===== config.mk =====
export PLATFORM = sky130hd
export DESIGN_NAME = spi_slave_phase_ctrl
export DESIGN_NICKNAME = d
export VERILOG_FILES = /design/src/rtl/spi_slave_pkg.sv /design/src/rtl/spi_slave_dummy_cnt.sv /design/src/rtl/spi_slave_phase_ctrl.sv
export SDC_FILE = /design/constraint.sdc
export NUM_CORES = 1
export LEC_CHECK = 0
export ABC_AREA = 1
export CORE_ASPECT_RATIO = 1.5
export CORE_MARGIN = 3
export CORE_UTILIZATION = 48
export CTS_BUF_LIST = sky130_fd_sc_hd__clkbuf_8
export CTS_CLUSTER_SIZE = 10
export DETAILED_ROUTE_END_ITERATION = 16
export PLACE_DENSITY = 0.88
export SLEW_MARGIN = 20
export SYNTH_ARGS = -nofsm -noshare
export SYNTH_HDL_FRONTEND = slang
export SYNTH_SLANG_ARGS = --single-unit

===== constraint.sdc =====
create_clock -name sclk -period 3 [get_ports sclk]
set_input_delay 0.6 -clock sclk [delete_from_list [all_inputs] [get_ports sclk]]
set_output_delay 0.6 -clock sclk [all_outputs]
set_load 0.05 [all_outputs]

===== src/rtl/spi_slave_pkg.sv =====
// Shared definitions for the SPI slave phase controller: FSM state encoding,
// command codes and bit-count helper.
package spi_slave_pkg;

    typedef enum logic [2:0] {
        ST_IDLE    = 3'd0,
        ST_ADDR    = 3'd1,
        ST_DUMMY   = 3'd2,
        ST_DATA_RX = 3'd3,
        ST_DATA_TX = 3'd4,
        ST_HOLD    = 3'd5
    } phase_state_e;

    localparam logic [3:0] CMD_WRITE_MEM  = 4'd1;
    localparam logic [3:0] CMD_READ_MEM   = 4'd2;
    localparam logic [3:0] CMD_READ_REG0  = 4'd3;
    localparam logic [3:0] CMD_WRITE_REG0 = 4'd4;
    localparam logic [3:0] CMD_WRITE_REG1 = 4'd5;
    localparam logic [3:0] CMD_READ_REG1  = 4'd6;
    localparam logic [3:0] CMD_WRITE_REG2 = 4'd6;
    localparam logic [3:0] CMD_READ_REG2  = 4'd7;

    localparam logic [5:0] RX_CNT_CMD = 6'd7;

    function automatic logic [5:0] bits_m1(input int w);
        return 6'(w - 1);
    endfunction

endpackage


===== src/rtl/spi_slave_dummy_cnt.sv =====
// Dummy-cycle down-counter: load a count, decrement while enabled, done flags
// the last counted cycle.
module spi_slave_dummy_cnt (
    input  logic       sclk,
    input  logic       rst,
    input  logic       load,
    input  logic [7:0] load_val,
    input  logic       en,
    output logic       done
);

    logic [7:0] cnt_q;
    logic [7:0] cnt_d;

    always_comb begin
        cnt_d = cnt_q;
        if (load) begin
            cnt_d = load_val;
        end else if (en && (cnt_q != 8'd0)) begin
            cnt_d = cnt_q - 8'd1;
        end
    end

    always_ff @(posedge sclk) begin
        if (rst) begin
            cnt_q <= 8'd0;
        end else begin
            cnt_q <= cnt_d;
        end
    end

    assign done = (cnt_q == 8'd1);

endmodule


===== src/rtl/spi_slave_phase_ctrl.sv =====
// SPI slave transaction phase controller (command, address, dummy, data, hold).
// Define SPI_SLAVE_ADDR_INC_EN to step addr by DATA_W/8 between continuous words.
module spi_slave_phase_ctrl
    import spi_slave_pkg::*;
#(
    parameter int ADDR_W = 32,
    parameter int DATA_W = 32
) (
    input  logic              sclk,
    input  logic              rst,
    input  logic              cs_n,
    input  logic              rx_valid,
    input  logic [DATA_W-1:0] rx_data,
    input  logic              tx_done,
    input  logic [7:0]        dummy_cycles,
    output logic [3:0]        cmd,
    input  logic              get_addr,
    input  logic              get_data,
    input  logic              send_data,
    input  logic              enable_cont,
    input  logic              enable_regs,
    input  logic              wait_dummy,
    input  logic [1:0]        reg_sel,
    output logic [5:0]        rx_cnt,
    output logic              rx_cnt_upd,
    output logic              tx_en,
    output logic [ADDR_W-1:0] addr,
    output logic              wr_req,
    output logic              rd_req,
    output logic              reg_wr,
    output logic              reg_rd,
    output logic [1:0]        reg_sel_o,
    output logic [2:0]        state_dbg
);

`ifdef SPI_SLAVE_ADDR_INC_EN
    localparam logic [ADDR_W-1:0] ADDR_STEP = ADDR_W'(DATA_W / 8);
`endif

    // All request outputs are single-cycle registered pulses with no back-pressure;
    // addr is valid in the same cycle as wr_req/rd_req/reg_wr/reg_rd.
    phase_state_e      state_q, state_d;
    logic [3:0]        cmd_q, cmd_d;
    logic [ADDR_W-1:0] addr_q, addr_d;
    logic [1:0]        reg_sel_q, reg_sel_d;
    logic [5:0]        rx_cnt_q, rx_cnt_d;
    logic              rx_cnt_upd_q, rx_cnt_upd_d;
    logic              tx_en_q, tx_en_d;
    logic              wr_req_q, wr_req_d;
    logic              rd_req_q, rd_req_d;
    logic              reg_wr_q, reg_wr_d;
    logic              reg_rd_q, reg_rd_d;
    logic              decode_q, decode_d;
    logic              post_rst_q;
    logic              load_dummy;
    logic              dummy_done;

    spi_slave_dummy_cnt u_dummy_cnt (
        .sclk     (sclk),
        .rst      (rst),
        .load     (load_dummy),
        .load_val (dummy_cycles),
        .en       (state_q == ST_DUMMY),
        .done     (dummy_done)
    );

    always_comb begin
        state_d      = state_q;
        cmd_d        = cmd_q;
        addr_d       = addr_q;
        reg_sel_d    = reg_sel_q;
        rx_cnt_d     = rx_cnt_q;
        rx_cnt_upd_d = post_rst_q;
        wr_req_d     = 1'b0;
        rd_req_d     = 1'b0;
        reg_wr_d     = 1'b0;
        reg_rd_d     = 1'b0;
        decode_d     = 1'b0;
        load_dummy   = 1'b0;

        if (cs_n) begin
            state_d = ST_IDLE;
        end else begin
            case (state_q)
                ST_IDLE: begin
                    // Decoder outputs follow cmd_q, so branch one cycle after the latch.
                    if (decode_q) begin
                        reg_sel_d = reg_sel;
                        if (get_addr)       state_d = ST_ADDR;
                        else if (get_data)  state_d = ST_DATA_RX;
                        else if (send_data) state_d = ST_DATA_TX;
                        else                state_d = ST_HOLD;
                    end else if (rx_valid) begin
                        cmd_d    = rx_data[3:0];
                        decode_d = 1'b1;
                    end
                end
                ST_ADDR: begin
                    if (rx_valid) begin
                        addr_d = rx_data[ADDR_W-1:0];
                        if (wait_dummy) begin
                            if (dummy_cycles == 8'd0) begin
                                state_d = ST_DATA_TX;
                            end else begin
                                state_d    = ST_DUMMY;
                                load_dummy = 1'b1;
                            end
                        end else if (get_data) begin
                            state_d = ST_DATA_RX;
                        end else begin
                            state_d = ST_DATA_TX;
                        end
                    end
                end
                ST_DUMMY: begin
                    if (dummy_done) state_d = ST_DATA_TX;
                end
                ST_DATA_RX: begin
`ifdef SPI_SLAVE_ADDR_INC_EN
                    // Step after the write pulse so it carries the address of its own word.
                    if ((wr_req_q || reg_wr_q) && enable_cont) addr_d = addr_q + ADDR_STEP;
`endif
                    if (rx_valid) begin
                        if (enable_regs) reg_wr_d = 1'b1;
                        else             wr_req_d = 1'b1;
                        if (!enable_cont) state_d = ST_HOLD;
                    end
                end
                ST_DATA_TX: begin
                    if (tx_done) begin
                        if (enable_cont) begin
`ifdef SPI_SLAVE_ADDR_INC_EN
                            addr_d = addr_q + ADDR_STEP;
`endif
                            if (enable_regs) reg_rd_d = 1'b1;
                            else             rd_req_d = 1'b1;
                        end else begin
                            state_d = ST_HOLD;
                        end
                    end
                end
                ST_HOLD: begin
                    state_d = ST_HOLD;
                end
                default: begin
                    state_d = ST_IDLE;
                end
            endcase
        end

        if (state_d != state_q) begin
            case (state_d)
                ST_IDLE: begin
                    rx_cnt_upd_d = 1'b1;
                    rx_cnt_d     = RX_CNT_CMD;
                end
                ST_ADDR: begin
                    rx_cnt_upd_d = 1'b1;
                    rx_cnt_d     = bits_m1(ADDR_W);
                end
                ST_DATA_RX: begin
                    rx_cnt_upd_d = 1'b1;
                    rx_cnt_d     = bits_m1(DATA_W);
                end
                ST_DATA_TX: begin
                    if (enable_regs) reg_rd_d = 1'b1;
                    else             rd_req_d = 1'b1;
                end
                default: begin
                end
            endcase
        end

        tx_en_d = (state_d == ST_DATA_TX);
    end

    always_ff @(posedge sclk) begin
        if (rst) begin
            state_q      <= ST_IDLE;
            cmd_q        <= 4'd0;
            addr_q       <= '0;
            reg_sel_q    <= 2'd0;
            rx_cnt_q     <= RX_CNT_CMD;
            rx_cnt_upd_q <= 1'b0;
            tx_en_q      <= 1'b0;
            wr_req_q     <= 1'b0;
            rd_req_q     <= 1'b0;
            reg_wr_q     <= 1'b0;
            reg_rd_q     <= 1'b0;
            decode_q     <= 1'b0;
            post_rst_q   <= 1'b1;
        end else begin
            state_q      <= state_d;
            cmd_q        <= cmd_d;
            addr_q       <= addr_d;
            reg_sel_q    <= reg_sel_d;
            rx_cnt_q     <= rx_cnt_d;
            rx_cnt_upd_q <= rx_cnt_upd_d;
            tx_en_q      <= tx_en_d;
            wr_req_q     <= wr_req_d;
            rd_req_q     <= rd_req_d;
            reg_wr_q     <= reg_wr_d;
            reg_rd_q     <= reg_rd_d;
            decode_q     <= decode_d;
            post_rst_q   <= 1'b0;
        end
    end

    assign cmd        = cmd_q;
    assign addr       = addr_q;
    assign reg_sel_o  = reg_sel_q;
    assign rx_cnt     = rx_cnt_q;
    assign rx_cnt_upd = rx_cnt_upd_q;
    assign tx_en      = tx_en_q;
    assign wr_req     = wr_req_q;
    assign rd_req     = rd_req_q;
    assign reg_wr     = reg_wr_q;
    assign reg_rd     = reg_rd_q;
    assign state_dbg  = state_q;

endmodule


==> results of run 1 <==
-- power by group through the flow --
stage,combinational (mW),clock [mW],sequential (mW)
2_1_floorplan,0.0617,0,0.841
3_3_place_gp,0.196,0,0.806
3_5_place_dp,0.198,0,0.806
4_1_cts,0.200,0.773,0.789
5_1_grt,0.214,0.807,0.790
6_report,0.200,0.767,0.789
-- state kept, by name, indices dropped and copies added (netlist names) --
name	cells
u_dummy_cnt.cnt_q	8
state_dbg	3
rd_req	1
reg_rd	1
reg_wr	1
cmd	4
wr_req	1
reg_sel_o	2
post_rst_q	1
decode_q	1
rx_cnt_upd	1
rx_cnt	1
tx_en	1
addr	32
-- routing by layer --
layer,vias to the layer above,share of wire,global-route usage,routed length [um]
li1,1376,-,-,-
met1,1218,0.37,0.258,2720
met2,115,0.52,0.427,3800
met3,14,0.087,0.0825,631
met4,0,0.019,0.123,141
met5,-,0,0,0
-- stage by stage --
stage          power (mW)  instances  hold slack, ns  area, um2
3_5_place_dp         1.00        530           0.436       3600
3_3_place_gp         1.00        530           0.430       3600
4_1_cts              1.76        546           0.446       3820
6_report             1.76        546           0.446       3820
5_1_grt              1.81        546           0.461       3820
2_1_floorplan       0.902        377           0.415       2570
-- worst register-to-register path, delay by kind of cell (launching register included) --
family                 cells  cell delay [ns]
and+or+nand+nor           11             0.99
DFF                        1             0.52
buffers and inverters      1             0.30
-- cells in the final DEF, fill, tap and decap left out --
master | synthesis | final
or2_2 | 1 | 1
xor2_1 | 4 | 4
a31oi_1 | 2 | 2
inv_2 | 4 | 4
conb_1 | 2 | 4
ha_1 | 2 | 2
nand2_2 | 1 | 1
nor3_2 | 1 | 1
nor2_1 | 107 | 107
bufinv_16 | 0 | 1
nor4_1 | 1 | 1
nor2_4 | 2 | 2
o221ai_1 | 1 | 1
nand4_1 | 1 | 1
buf_4 | 5 | 4
nand2_1 | 57 | 57
o211ai_1 | 3 | 3
clkdlybuf4s50_1 | 0 | 101
clkbuf_8 | 0 | 13
dfxtp_1 | 58 | 58
o21ai_0 | 41 | 41
o21ai_1 | 4 | 4
nand3b_1 | 2 | 2
inv_1 | 34 | 36
nand3_1 | 17 | 17
nor3_1 | 4 | 4
a21oi_1 | 8 | 8
-- final timing paths --
kind,startpoint,endpoint,slack [ns],cells after the start
setup / recovery,state_dbg[0],state_dbg[0],0.68,1
hold / removal,post_rst_q,rx_cnt_upd,0.45,2
setup reg to reg,state_dbg[0],rx_cnt[3],1.10,12
hold reg to reg,post_rst_q,rx_cnt_upd,0.45,2
-- logic make-up (layout without fill, tap and decap cells) --
kind of cell	count (synthesis)	in the layout	synth area share
AOI/OAI and AO/OA	59	59	0.121
DFF	58	58	0.453
buffers and inverters	56	159	0.0899
adders and majority gates	2	2	0.00977
xor gates and xnor gates	4	4	0.0137
and+or+nand+nor	194	194	0.310
other	2	4	0.00293
-- final cells by class --
class / count / area [um2] / area share
multi-input cells: 263 / 1180 / 0.308
well taps: 66 / 82.6 / 0.0216
clock buffers: 13 / 179 / 0.0468
clock inverters: 3 / 37.5 / 0.00982
flip-flops and latches: 58 / 1160 / 0.304
inverters: 38 / 143 / 0.0373
repair buffers: 105 / 1040 / 0.272
==> impl_metrics.tcl, run 1 <==
set metrics [dict create \
    p_sw_mw 0.413 \
    place_hpwl_mm 5.14 \
    yosysMostFrequentCell "nor2_1" \
    max_slew_margin 0.639 \
    tns_ns 0 \
    track_usage 0.245 \
    htreeDepth 3 \
    fin_crit_ns 2.32 \
    drc_errors 0 \
    setup_ws_ns 0.675 \
    fill_cells 355 \
    swShare 0.235 \
    die_h_um 95.5 \
    synth_area_leaders "dfxtp_1, nor2_1, nand2_1" \
    start_util 0.512 \
    wl_per_cell_um 13.4 \
    p_comb_frac 0.114 \
    slowest_stage "clkdlybuf4s50_1" \
    crit_chain "clkdlybuf4s50_1" \
    nets 530 \
    first_pass_iters 7 \
    synth_area_per_cell_um2 6.83 \
    drive_above_1_share 0.0563 \
    final_util 0.764 \
    maxCapViolCount 0 \
    synth_edf_count 0 \
    rsz0062_at_grt "false" \
    ys_async_sr_fraction 0 \
    die_w_um 65.6 \
    gp_congestion 1.01 \
    clk_latency_ns 0.33 \
    io_buffers 101 \
    die-area_mm2 0.00627 \
    critPathRequiredTime_ns 2.40 \
    finalSetupViolCount 0 \
    cts_buffer_depth 2 \
    vias 2723 \
    ctsHoldBuffers 0 \
    area_growth_syn_to_layout_pct 49.2 \
    ir_drop_v 0.000441 \
    cts-root-buf "clkbuf_8" \
    cts_sinks 58 \
    core-area_mm2 0.00500 \
    io_pins 106 \
    synth_ff_type "dfxtp_1" \
    crit_buf_inv 1 \
    antenna_found_initial 0 \
    worst-slew-pin-transition_ns 0.540 \
    synth_cells 375 \
    cts_buffers 9 \
    synth.distinct_cells 27 \
    cts_tree "done" \
    syn_area_mm2 0.00256 \
    run_status "finished clean" \
    critPathMaxFanout 9 \
    ys_ff_latch 58 \
    ys_seq_area_frac 0.453 \
    initialDrtViolationCount 194 \
    grt_pass1_vias 2709 \
    crit_path_start_kind "flop" \
    slew_viol_final 0 \
    vias_per_cell 4.99 \
    clkTransAtPathRegs_ns 0.07 \
    cpPeakStageDelay_ns 0.87 \
    wl_mm 7.29 \
    grt_pass1_wl_mm 11.8 \
    timing.final.crit_share 0.775 \
    fmax_ghz 0.430 \
    dp_slack_ns 0.477 \
    power.internal_mw 1.34 \
    synth_top_cell_by_area "dfxtp_1" \
    hold_path_class "reg2reg" \
    yosys_warnings 0 \
    cellPowerDensity_mw_per_mm2 460 \
    crit_path_end_kind "primary output" \
    hold_violations 0 \
    ctsResizeCount 0 \
    critPathKind "reg2out" \
    path_delay_family "buffers and inverters" \
    cts_setup_buffers 0 \
    p_seq_frac 0.449 \
    leakage_nw 1.71 \
    n_antenna_cell 0 \
    netlist.area_leader.share 0.453 \
    ant_nets 0 \
    synthTopCellsByCount "nor2_1, dfxtp_1, nand2_1" \
    worstPathArrival_ns 1.72 \
    grt_start_max_net_pins 40 \
    num_rows 31 \
    overflow 0 \
    clockPowerShare 0.437 \
    fin_skew_ns 0.0106 \
]
No activity file was read; power rests on OpenSTA's default activity.
==> run 2, diff against run 1 <==
--- a/config.mk
+++ b/config.mk
@@ -8,11 +8,11 @@
 export ABC_AREA = 1
 export CORE_ASPECT_RATIO = 1.5
 export CORE_MARGIN = 3
-export CORE_UTILIZATION = 48
+export CORE_UTILIZATION = 44
 export CTS_BUF_LIST = sky130_fd_sc_hd__clkbuf_8
 export CTS_CLUSTER_SIZE = 10
 export DETAILED_ROUTE_END_ITERATION = 16
-export PLACE_DENSITY = 0.88
+export PLACE_DENSITY = 0.82
 export SLEW_MARGIN = 20
 export SYNTH_ARGS = -nofsm -noshare
 export SYNTH_HDL_FRONTEND = slang
==> constraint.sdc (replaced) <==
create_clock -name sclk -period 2.2 [get_ports sclk]
set_input_delay 0.44 -clock sclk [delete_from_list [all_inputs] [get_ports sclk]]
set_output_delay 0.44 -clock sclk [all_outputs]
set_load 0.05 [all_outputs]
==> impl_metrics.tcl, run 2 (synthesized netlist as in run 1, its figures left out) <==
set metrics [dict create \
    run_status "finished clean" \
    p_sw_mw 0.582 \
    grt_pass1_vias 2602 \
    drc_errors 0 \
    crit_path_end_kind "primary output" \
    hold_path_class "reg2reg" \
    largest_reg_flops 32 \
    worstPathArrival_ns 1.69 \
    maxCapViolCount 0 \
    clkTransAtPathRegs_ns 0.06 \
    critPathRequiredTime_ns 1.76 \
    die_h_um 99.4 \
    hold_violations 0 \
    cellPowerDensity_mw_per_mm2 577 \
    p_seq_frac 0.488 \
    tns_ns 0 \
    rsz0062_at_grt "false" \
    fmax_ghz 0.470 \
    overflow 0 \
    area_growth_syn_to_layout_pct 49.3 \
    htreeDepth 3 \
    p_comb_frac 0.125 \
    cts-root-buf "clkbuf_8" \
    io_buffers 101 \
    fin_crit_ns 2.13 \
    slowest_stage "clkdlybuf4s50_1" \
    nets 535 \
    timing.final.crit_share 0.967 \
    cts_buffer_depth 2 \
    antenna_found_initial 0 \
    cpPeakStageDelay_ns 0.87 \
    drive_above_1_share 0.0680 \
    layout.cells.non_filler 555 \
    wl_per_cell_um 12.6 \
    crit_path_start_kind "flop" \
    die_w_um 68.3 \
    fill_cells 482 \
    grt_pass1_wl_mm 11.4 \
    cts_buffers 9 \
    start_util 0.463 \
    vias 2689 \
    cts_tree "done" \
    critPathKind "reg2out" \
    path_delay_family "buffers and inverters" \
    core-area_mm2 0.00553 \
    crit_chain "clkdlybuf4s50_1" \
    track_usage 0.221 \
    power.internal_mw 1.62 \
    place_hpwl_mm 5.11 \
    wl_mm 6.97 \
    ant_nets 0 \
    grt_start_max_net_pins 33 \
    vias_per_cell 4.85 \
    ctsHoldBuffers 0 \
    place_inst 539 \
    cts_sinks 58 \
    worst-slew-pin-transition_ns 0.527 \
    first_pass_iters 4 \
    num_rows 33 \
    die-area_mm2 0.00679 \
    leakage_nw 1.74 \
    crit_buf_inv 1 \
    n_antenna_cell 0 \
    clk_latency_ns 0.34 \
    layout.cells.most_common "nor2_1" \
    fin_skew_ns 0.00517 \
    critPathMaxFanout 8 \
    ir_drop_v 0.000457 \
    gp_congestion 0.950 \
    layout_common_cells "nor2_1, clkdlybuf4s50_1, dfxtp_1, nand2_1, o21ai_0" \
    max_slew_margin 0.648 \
    finalSetupViolCount 0 \
    initialDrtViolationCount 172 \
    cts_setup_buffers 0 \
    clockPowerShare 0.387 \
    io_pins 106 \
    slew_viol_final 0 \
    swShare 0.264 \
    ctsResizeCount 0 \
]
==> run 2: worst paths after layout <==
kind	cells after the start	slack (ns)	end	start
worst max-delay path	1	0.07	state_dbg[1]	state_dbg[1]
worst min-delay path	2	0.44	rx_cnt_upd	post_rst_q
worst max register to register	8	0.38	u_dummy_cnt.cnt_q[7]	u_dummy_cnt.cnt_q[0]
worst min register to register	2	0.44	rx_cnt_upd	post_rst_q
==> run 2: stage by stage <==
| step | hold WS (ns) | total power, mW | area (um2) | worst slack, ns | utilization |
|---|---|---|---|---|---|
| after floorplan | 0.415 | 1.23 | 2570 | 0.277 | - |
| after global placement | 0.430 | 1.37 | 3650 | 0.0985 | 0.659 |
| after detailed placement | 0.438 | 1.37 | 3650 | 0.0666 | 0.659 |
| after CTS | 0.447 | 2.22 | 3820 | 0.0178 | 0.690 |
| after global routing | 0.475 | 2.30 | 3820 | 0.0104 | 0.691 |
| final | 0.444 | 2.21 | 3820 | 0.0733 | 0.691 |
==> run 2: power groups by stage <==
stage / clock network (mW) / registers (mW) / logic, mW
floorplan: 0 / 1.15 / 0.0841
global placement: 0 / 1.10 / 0.273
detailed placement: 0 / 1.10 / 0.275
CTS: 0.872 / 1.08 / 0.277
global route: 0.920 / 1.08 / 0.297
finish: 0.855 / 1.08 / 0.275
==> run 2: cell type report <==
cell class	instances	area, um2	share of cell area
Multi-Input combinational cell	263	1180	0.308
Inverter	38	143	0.0373
Sequential cell	58	1160	0.304
Clock buffer	10	138	0.0360
Tap cell	70	87.6	0.0229
Timing Repair Buffer	110	1080	0.283
Clock inverter	6	33.8	0.00884
==> run 2: tightest hold or removal path, stage by stage (launching register included) <==
cell	delay [ns]
dfxtp_1	0.30
inv_1	0.05
a21oi_1	0.06
==> run 2: routing by layer <==
metal,part of all wire,wire length [um],global-route usage,vias to the layer above
li1,-,-,-,1381
met1,0.41,2820,0.249,1210
met2,0.50,3450,0.365,86
met3,0.080,555,0.0893,12
met4,0.020,138,0.0858,0
met5,0,0,0,-
